[config.mk]
export PLATFORM = sky130hd
export DESIGN_NAME = debounced_button_led_pio
export DESIGN_NICKNAME = d
export VERILOG_FILES = /design/src/rtl/debounced_button_led_pio.sv
export SDC_FILE = /design/constraint.sdc
export NUM_CORES = 1
export LEC_CHECK = 0
export ABC_AREA = 1
export CAP_MARGIN = 20
export CORE_MARGIN = 3
export CORE_UTILIZATION = 55
export CTS_BUF_LIST = sky130_fd_sc_hd__clkbuf_8
export CTS_CLUSTER_DIAMETER = 30
export DETAILED_ROUTE_END_ITERATION = 7
export PLACE_DENSITY_LB_ADDON = 0.1
export SLEW_MARGIN = 20
export SYNTH_ARGS = -nofsm -noshare
export SYNTH_HDL_FRONTEND = slang
export SYNTH_SLANG_ARGS = --single-unit
[constraint.sdc]
create_clock -name clk -period 4.5 [get_ports clk]
set_clock_uncertainty 0.05 [all_clocks]
set_input_delay 1.125 -clock clk [delete_from_list [all_inputs] [get_ports clk]]
set_output_delay 1.125 -clock clk [all_outputs]
set_load 0.05 [all_outputs]
[src/rtl/debounced_button_led_pio.sv]
// Push-button PIO slave: per-button synchronizer and debouncer, edge capture with
// a maskable interrupt, and LED outputs with an optional shared blink phase.

module debounce_lane #(
    parameter int DEBOUNCE_CYCLES = 50000,
    parameter int ACTIVE_LOW      = 1
) (
    input  logic clk,
    input  logic reset,
    input  logic pin,
    output logic stable
);
    localparam int CNT_W = $clog2(DEBOUNCE_CYCLES);

    logic             sync1;
    logic             sync2;
    logic [CNT_W-1:0] cnt;
    logic             pressed;

    // Polarity is fixed before the first flop so the whole lane sees 1 = pressed.
    assign pressed = (ACTIVE_LOW != 0) ? ~pin : pin;

    always_ff @(posedge clk) begin
        if (reset) begin
            sync1  <= 1'b0;
            sync2  <= 1'b0;
            cnt    <= '0;
            stable <= 1'b0;
        end else begin
            sync1 <= pressed;
            sync2 <= sync1;
            if (sync2 == stable) begin
                cnt <= '0;
            end else if (cnt == CNT_W'(DEBOUNCE_CYCLES - 1)) begin
                stable <= sync2;
                cnt    <= '0;
            end else begin
                cnt <= cnt + 1'b1;
            end
        end
    end
endmodule

module debounced_button_led_pio #(
    parameter int          BTN_W           = 4,
    parameter int          LED_W           = 2,
    parameter int          DEBOUNCE_CYCLES = 50000,
    parameter int          BTN_ACTIVE_LOW  = 1,
    parameter int unsigned BLINK_RESET     = 12499999
) (
    input  logic             clk,
    input  logic             reset,
    input  logic [2:0]       address,
    input  logic             chipselect,
    input  logic             read,
    input  logic             write,
    input  logic [31:0]      writedata,
    output logic [31:0]      readdata,
    output logic             irq,
    input  logic [BTN_W-1:0] button_in,
    output logic [LED_W-1:0] led_out
);
    typedef struct packed {
        logic        wr;
        logic        rd;
        logic [2:0]  addr;
        logic [31:0] data;
    } bus_req_t;

    bus_req_t         req;
    logic [BTN_W-1:0] stable;
    logic [BTN_W-1:0] stable_d;
    logic [BTN_W-1:0] irq_mask;
    logic [BTN_W-1:0] edge_cap;
    logic [BTN_W-1:0] edge_set;
    logic [BTN_W-1:0] cap_clr;
    logic [BTN_W-1:0] rise;
    logic [BTN_W-1:0] fall;
    logic [LED_W-1:0] led_data;
    logic [LED_W-1:0] led_blink;
    logic [23:0]      blink_period;
    logic [23:0]      blink_cnt;
    logic             blink_phase;
    logic [1:0]       edge_mode;
    logic [31:0]      rd_mux;
    logic             wr_mask, wr_cap, wr_led, wr_blink, wr_period, wr_mode;
    logic             unused_data;

    assign req = '{wr: chipselect & write, rd: chipselect & read, addr: address, data: writedata};
    assign unused_data = ^req.data[31:24];

    for (genvar i = 0; i < BTN_W; i++) begin : g_lane
        debounce_lane #(
            .DEBOUNCE_CYCLES(DEBOUNCE_CYCLES),
            .ACTIVE_LOW     (BTN_ACTIVE_LOW)
        ) u_lane (
            .clk   (clk),
            .reset (reset),
            .pin   (button_in[i]),
            .stable(stable[i])
        );
    end

    assign wr_mask   = req.wr && (req.addr == 3'd1);
    assign wr_cap    = req.wr && (req.addr == 3'd2);
    assign wr_led    = req.wr && (req.addr == 3'd3);
    assign wr_blink  = req.wr && (req.addr == 3'd4);
    assign wr_period = req.wr && (req.addr == 3'd5);
    assign wr_mode   = req.wr && (req.addr == 3'd6);

    assign rise    = stable & ~stable_d;
    assign fall    = ~stable & stable_d;
    assign cap_clr = wr_cap ? req.data[BTN_W-1:0] : '0;

    always_comb begin
        edge_set = rise;
        if (edge_mode[1])      edge_set = rise | fall;
        else if (edge_mode[0]) edge_set = fall;
    end

    always_comb begin
        rd_mux = '0;
        case (req.addr)
            3'd0:    rd_mux[BTN_W-1:0] = stable;
            3'd1:    rd_mux[BTN_W-1:0] = irq_mask;
            3'd2:    rd_mux[BTN_W-1:0] = edge_cap;
            3'd3:    rd_mux[LED_W-1:0] = led_data;
            3'd4:    rd_mux[LED_W-1:0] = led_blink;
            3'd5:    rd_mux[23:0]      = blink_period;
            3'd6:    rd_mux[1:0]       = edge_mode;
            default: rd_mux            = '0;
        endcase
    end

    // Purely register-driven so bus activity cannot glitch the interrupt line.
    assign irq = |(edge_cap & irq_mask);

    always_ff @(posedge clk) begin
        if (reset) begin
            stable_d  <= '0;
            irq_mask  <= '0;
            edge_cap  <= '0;
            led_data  <= '0;
            led_blink <= '0;
            edge_mode <= '0;
            readdata  <= '0;
            led_out   <= '0;
        end else begin
            stable_d <= stable;
            // A capture arriving with a W1C on the same bit wins.
            edge_cap <= (edge_cap & ~cap_clr) | edge_set;
            readdata <= req.rd ? rd_mux : '0;
            led_out  <= led_data & (~led_blink | {LED_W{blink_phase}});
            if (wr_mask)  irq_mask  <= req.data[BTN_W-1:0];
            if (wr_led)   led_data  <= req.data[LED_W-1:0];
            if (wr_blink) led_blink <= req.data[LED_W-1:0];
            if (wr_mode)  edge_mode <= req.data[1:0];
        end
    end

    always_ff @(posedge clk) begin
        if (reset) begin
            blink_period <= 24'(BLINK_RESET);
            blink_cnt    <= '0;
            blink_phase  <= 1'b1;
        end else if (wr_period) begin
            blink_period <= req.data[23:0];
            blink_cnt    <= '0;
        end else if (blink_cnt == blink_period) begin
            blink_cnt   <= '0;
            blink_phase <= ~blink_phase;
        end else begin
            blink_cnt <= blink_cnt + 24'd1;
        end
    end
endmodule

# == Word level (Yosys, flattened, before mapping) ==
# Index checks and enable logic that the tools add are counted.
# totals
regBits,177
in_bits,44
output_inout_bits,35
word_cells,100
# op_classes
addsub,5
n_eq_ne,15
n_mux,5
bitwise,26
n_reduce_logical,20
# op_table
cell,count
$add A16 B1 Y16 const B,4
$eq A16 B16 Y1 const B,4
$add A24 B1 Y24 const B,1
$eq A24 B24 Y1,1
$reduce_or A3 Y1,6
$and A4 B4 Y4,4
$pmux W2 S7,1
$mux W4,3
$not A1 Y1,12
$not A4 Y4,3
$reduce_and A2 Y1,5
$eq A3 B3 Y1 const B,3
$or A4 B4 Y4,2
$pmux W2 S4,1
$eq A3 B2 Y1 const B,2
$logic_and A1 B1 Y1,6
$eq A1 B1 Y1,4
$reduce_or A4 Y1,1
$eq A3 B1 Y1 const B,1
$logic_not A3 Y1,1
$and A1 B1 Y1,2
$and A2 B2 Y2,1
$not A2 Y2,1
$or A2 B2 Y2,1
$reduce_or A2 Y1,1

# == Depth between registers and ports, before layout ==
# Gate-level depths: netlist of the first run.
# logic_depth
word_depth,6
ltp_mapped,11
depth_no_buf,11

# == Cells and area by module ==
# A second synthesis of the first run with hierarchy kept.
# unflattened
cells_unflattened,1083
hier_area_um2,7868.8
# by_module_without_submodules
mod,n_inst,cells_per_inst,area_per_inst_um2,seq_area_each_um2
debounced_button_led_pio,1,559,4195.3,1861.8
debounce_lane,4,131,918.4,380.4

# == Least setup slack after synthesis of the first run ==
# Ideal clock, no wire load.
# synth_path
path_type,flip-flop to output port
startpoint,reg irq_mask[0]
endpoint,out irq
arrival_ns,1.186
t_required_ns,3.325
slack_ns,2.139
stages_incl_launch_ff,3
path_buffers,0
cell_sequence,dfxtp_1 inv_1 o2111ai_1
# synth_via
elab_chain_len,2
# synth_rtl
item,line,text
"start, declared",73,logic [BTN_W-1:0] irq_mask;
"start signal, assigned",154,if (wr_mask) irq_mask <= req.data[BTN_W-1:0];
$and A4 B4 Y4,136,assign irq = |(edge_cap & irq_mask);
$reduce_or A4 Y1,136,
"end, declared",59,"output logic irq,"
# No other way between the ends.

# == Final worst setup path of the first run ==
# Ends and elaborated chain as after synthesis.

==> flow_metrics.env, run 1 <==
export IMPL_outcome="finished clean"
export IMPL_ys_warnings_count=0
export IMPL_dpl_worst_slack_ns=1.174
export IMPL_path_max_fanout=2
export IMPL_synth_area_leaders="dfxtp_1 (45%), nor2_1 (7.6%), nand2_1 (7.5%)"
export IMPL_hpwlAfterDp_um=10410
export IMPL_synth_edff_count=0
export IMPL_finalWirelength_um=14440
export IMPL_track_usage_pct=20.42
export IMPL_die_width_um=123.0
export IMPL_first_iter_violations=354
export IMPL_worstSetupStartpoint="irq_mask[0]"
export IMPL_die_area_um2=15120
export IMPL_setup_violations=0
export IMPL_power_mw=2.770
export IMPL_die_height_um=123.0
export IMPL_n_antenna_cell=0
export IMPL_routed_via_density=4.887
export IMPL_cts_tree="built"
export IMPL_hold_path_startpoint="g_lane[2].u_lane.sync1"
export IMPL_cp_arrival_ns=1.88
export IMPL_ir_drop_uv=282.7
export IMPL_drive_gt1_share_pct=7.547
export IMPL_wl_per_cell_um=11.68
export IMPL_tightest_slew_ns=0.7157
export IMPL_worstSetupPathType="reg2out"
export IMPL_final_util_pct=64.96
export IMPL_vias=6040
export IMPL_yosysMostFrequentCell="dfxtp_1"
export IMPL_port_buffers=62
export IMPL_async_flop_share_pct=0
export IMPL_core_um2=13300
export IMPL_p_seq_share_pct=54.9
export IMPL_ys_flop_type="dfxtp_1"
export IMPL_placedCellCount=1204
export IMPL_drtAntennaViolNets=0
export IMPL_clock_path_buffers=2
export IMPL_hold_path_depth=2
export IMPL_synth_cell_type_count=41
export IMPL_area_growth_pct=14.78
export IMPL_synth_top_area_cell="dfxtp_1"
export IMPL_cts_buffers=17
export IMPL_final_nets=1104
export IMPL_power_leakage_nw=3.262
export IMPL_slew_viol_final=0
export IMPL_setup_tns_ns=0
export IMPL_first_pass_iters=5
export IMPL_ioPinCount=79
export IMPL_avgSynthCellArea_um2=7.616
export IMPL_p_int_mw=2.150
export IMPL_antenna_found_initial=0
export IMPL_p_comb_share_pct=4.6
export IMPL_cts_root_buffer="clkbuf_8"
export IMPL_cp_end_kind="primary output"
export IMPL_power_share_switching_pct=22.40
export IMPL_synth_top_cell_area_share_pct=44.96
export IMPL_initial_utilization_pct=56.60
export IMPL_fin_ws_ns=1.446
export IMPL_drv_cap=0
export IMPL_grt_pass1_vias=5585
export IMPL_synth_seq_cells=169
export IMPL_slew_headroom_pct=52.24
export IMPL_synthMuxAreaShare_pct=0.5986
export IMPL_syn_inst=988
export IMPL_synthSimpleGateAreaFrac_pct=27.62
export IMPL_finalInstanceArea_um2=8637
export IMPL_reg2reg_depth=8
export IMPL_yosys_top_cells_count="dfxtp_1 (169), nor2_1 (152), nand2_1 (150)"
export IMPL_gp_congestion=0.8171
export IMPL_synthAdderAreaFrac_pct=2.162
export IMPL_hp_class="reg2reg"
export IMPL_grt_max_degree=35
export IMPL_globalRoute_totalOverflow=0
export IMPL_hold_buffers=0
export IMPL_clkLatencyLatePin_ns=0.46
export IMPL_drc=0
export IMPL_post_dp_cell_area_um2=8213
export IMPL_synth_xor_area_share_pct=6.169
export IMPL_startpoint_type="flip-flop"
export IMPL_max_freq_mhz=327.4
export IMPL_yosysSeqAreaShare_pct=44.96
export IMPL_row_count=42
export IMPL_finalHoldWorstSlack_ns=0.3553
export IMPL_p_clk_share_pct=40.5
export IMPL_worst_r2r_startpoint="g_lane[0].u_lane.cnt[0]"
export IMPL_fin_crit_sh_pct=67.87
export IMPL_ctsResizeCount=0
export IMPL_power_density_nw_per_um2=320.7
export IMPL_fin_cells=1236
export IMPL_rsz0062_at_grt="no"
export IMPL_min_period_ns=3.054
export IMPL_clock_sinks=169
export IMPL_htree_levels=4
export IMPL_syn_area_um2=7525
export IMPL_grt_first_pass_wirelength_um=24800
export IMPL_final_hold_viol_count=0
export IMPL_p_sw_mw=0.6205
export IMPL_synth_compound_area_share_pct=9.245
export IMPL_cp_required_ns=3.32
export IMPL_synth_top_family_by_area="simple AND/OR/NAND/NOR gates"
export IMPL_cts_setup_buffers=0
export IMPL_clkTransAtPathRegs_ns=0.08
[routing by layer]
metal	part of all wire (%)	wire, um	up-vias	track usage [%]
li1	-	-	3253	-
met1	47	6775	2681	25.72
met2	48	6910	89	34.75
met3	4.0	583	17	4.712
met4	1.2	172	0	6.438
met5	0	0	-	0
[flip-flops by register name (all words and copies together), names as in the netlist]
signal / flops
readdata: 24
led_data: 2
stable_d: 4
led_blink: 2
edge_cap: 4
blink_phase: 1
blink_cnt: 24
g_lane.u_lane.stable: 4
g_lane.u_lane.sync2: 4
g_lane.u_lane.cnt: 64
g_lane.u_lane.sync1: 4
irq_mask: 4
edge_mode: 2
blink_period: 24
led_out: 2
[area by class of cell]
cell class	count	area (um2)
clock buffer	20	275.3
multi-input combinational	663	3478
fill	1199	4658
clock inverter	12	148.9
tap	176	220.2
inverter	132	495.5
sequential	169	3383
timing repair buffer	64	635.6
[path summary, 6_finish.rpt]
check                             to  slack, ns
max                              irq       1.45
min           g_lane[2].u_lane.sync2       0.36
max reg2reg  g_lane[0].u_lane.cnt[3]       2.61
min reg2reg   g_lane[2].u_lane.sync2       0.36
[critical path, cell delays in order, from the launching register on]
cell	delay, ns
dfxtp_1	0.34
inv_1	0.05
o2111ai_1	0.21
clkdlybuf4s50_1	0.83
[cell usage in the layout (no fill, tap or decap), drive strengths merged]
cell	count
dfxtp	169
nor2	168
nand2	155
inv	133
a21oi	66
clkdlybuf4s50	62
o21ai	57
nor3	42
nand3	41
xor2	31
xnor2	22
clkbuf	20
nand4	15
ha	13
nor3b	12
or2	10
conb	8
nor4	7
clkinv	5
mux2	4
o22ai	3
clkinvlp	3
bufinv	3
nand3b	2
a221oi	2
a31oi	2
buf	2
a211oi	1
o211ai	1
o2111ai	1
[power groups by stage]
stage | clock network [mW] | logic, mW | registers (mW)
after detailed placement | 0 | 0.128 | 1.56
after global placement | 0 | 0.127 | 1.56
after global routing | 1.21 | 0.142 | 1.52
after CTS | 1.15 | 0.129 | 1.52
final | 1.12 | 0.128 | 1.52
after floorplan | 0 | 0.0795 | 1.56
[cells by family (layout without fill, tap and decap cells)]
kind of cell | Yosys count | after routing
AO/OA/AOI/OAI | 133 | 133
XOR/XNOR | 53 | 53
adder cells (fa/ha/maj) | 13 | 13
buffers and inverters | 163 | 228
flip-flops | 169 | 169
multiplexers | 4 | 4
other | 1 | 8
AND/OR/NAND/NOR | 452 | 452
No activity file was read; power rests on OpenSTA's default activity.
==> run 2: changes to the inputs <==
CORE_UTILIZATION = 53   (was 55)
clock period = 2.7 ns   (was 4.5 ns; I/O delays follow)
==> run 2 against run 1 <==
  * Design area about the same
  * Cell count increased by 0.32%
  * Count of clock-buffer cells in the layout is the same
  * Via count is 0.13% lower
==> flow_metrics.env, run 2 (same netlist as run 1, synthesis figures left out) <==
export IMPL_power_density_nw_per_um2=519.9
export IMPL_mostFrequentLayoutCells="dfxtp_1 (169), nor2_1 (151), nand2_1 (150)"
export IMPL_outcome="finished clean"
export IMPL_largest_register="g_lane.u_lane.cnt"
export IMPL_track_usage_pct=19.21
export IMPL_final_util_pct=63.68
export IMPL_power_mw=4.489
export IMPL_clock_path_buffers=2
export IMPL_busiest_layer="met2"
export IMPL_ioPinCount=79
export IMPL_hpwlAfterDp_um=10610
export IMPL_tightest_slew_ns=0.6946
export IMPL_htree_levels=4
export IMPL_clock_sinks=169
export IMPL_grt_pass1_vias=5548
export IMPL_cts_buffers=17
export IMPL_core_um2=13560
export IMPL_fin_cells=1240
export IMPL_path_max_fanout=1
export IMPL_grt_use_met3_pct=4.776
export IMPL_placedCellCount=1209
export IMPL_gp_congestion=0.9085
export IMPL_grt_met2_usage_pct=31.26
export IMPL_routed_via_density=4.865
export IMPL_n_antenna_cell=0
export IMPL_critPathMaxStageDelay_ns=0.81
export IMPL_drv_cap=0
export IMPL_clkLatencyLatePin_ns=0.45
export IMPL_cp_arrival_ns=1.58
export IMPL_drive_gt1_share_pct=7.801
export IMPL_multi_input_area_um2=3478
export IMPL_die_area_um2=15660
export IMPL_hp_class="reg2reg"
export IMPL_port_buffers=62
export IMPL_drtAntennaViolNets=0
export IMPL_final_nets=1109
export IMPL_cp_end_kind="primary output"
export IMPL_vias=6032
export IMPL_hold_buffers=0
export IMPL_mostFrequentLayoutCell="dfxtp_1"
export IMPL_first_iter_violations=321
export IMPL_cp_required_ns=1.98
export IMPL_finalHoldWorstSlack_ns=0.3542
export IMPL_crit_chain="clkdlybuf4s50_1"
export IMPL_wl_per_cell_um=11.78
export IMPL_first_pass_iters=4
export IMPL_slew_viol_final=0
export IMPL_die_width_um=125.2
export IMPL_cts_root_buffer="clkbuf_8"
export IMPL_slew_headroom_pct=53.68
export IMPL_finalWirelength_um=14610
export IMPL_largest_register_ffs=64
export IMPL_fin_crit_sh_pct=85.44
export IMPL_path_delay_family="buffers and inverters"
export IMPL_rsz0062_at_grt="no"
export IMPL_globalRoute_totalOverflow=0
export IMPL_setup_tns_ns=0
export IMPL_startpoint_type="flip-flop"
export IMPL_drc=0
export IMPL_critPathSlowestCell="clkdlybuf4s50_1"
export IMPL_row_count=42
export IMPL_fill_cells=1243
export IMPL_ir_drop_uv=391.7
export IMPL_max_freq_mhz=433.5
export IMPL_worstSetupPathType="reg2out"
export IMPL_cts_tree="built"
export IMPL_initial_utilization_pct=55.50
export IMPL_grt_first_pass_wirelength_um=25080
export IMPL_antenna_found_initial=0
export IMPL_area_growth_pct=14.73
export IMPL_power_leakage_nw=3.298
export IMPL_met1_usage_pct=25.46
export IMPL_clkTransAtPathRegs_ns=0.08
export IMPL_worst_path_buf_inv=1
export IMPL_die_height_um=125.2
export IMPL_setup_violations=0
export IMPL_min_period_ns=2.307
export IMPL_final_hold_viol_count=0
export IMPL_grt_max_degree=35
export IMPL_seqCellArea_um2=3383
==> run 2: changes by cell type in the layout (fill, tap and decap cells not counted), sizes merged <==
cell,change
clkinvlp,-2
clkinv,+1
buf,+5
dlymetal6s2s,+1
inv,+1
bufinv,-1
clkdlybuf4s50,-1
==> run 2: final timing paths <==
kind | start | to | slack, ns | depth (start not counted)
worst max-delay path | readdata[21] | readdata[21] | 0.39 | 1
worst min-delay path | g_lane[3].u_lane.sync1 | g_lane[3].u_lane.sync2 | 0.35 | 2
worst max register to register | g_lane[0].u_lane.cnt[0] | g_lane[0].u_lane.cnt[14] | 0.81 | 8
worst min register to register | g_lane[3].u_lane.sync1 | g_lane[3].u_lane.sync2 | 0.35 | 2
==> run 2: where the power goes <==
part	switching [mW]	leakage, nW	internal (mW)
combinational	0.129	1.73	0.0875
sequential	0.0188	1.37	2.52
clock	0.863	0.206	0.873
==> run 2: cell type report <==
cell class                      count  area share [%]
Clock inverter                     11           1.217
Timing Repair Buffer               69           7.826
Sequential cell                   169           39.19
Inverter                          132           5.739
Tap cell                          176           2.551
Clock buffer                       20           3.188
Multi-Input combinational cell    663           40.29
==> run 2: what timing repair did <==
item                                   4_1_cts  5_1_grt
setup buffers                                0        0
resized for setup                            0        1
endpoints found under the hold margin        0        0
setup endpoints to repair                    0        1
==> run 2: metal layers <==
layer,wire length (um),up-vias,share of wire [%]
li1,-,3264,-
met1,7256,2666,50
met4,42,0,0.29
met3,582,2,4.0
met2,6727,100,46
met5,0,-,0
==> run 2: per-stage QoR <==
stage	setup slack, ns	instance area (um2)
floorplan	0.7891	7551
global route	0.3263	8633
global placement	0.3257	8250
finish	0.3930	8633
CTS	0.02738	8631
detailed placement	0.2846	8250
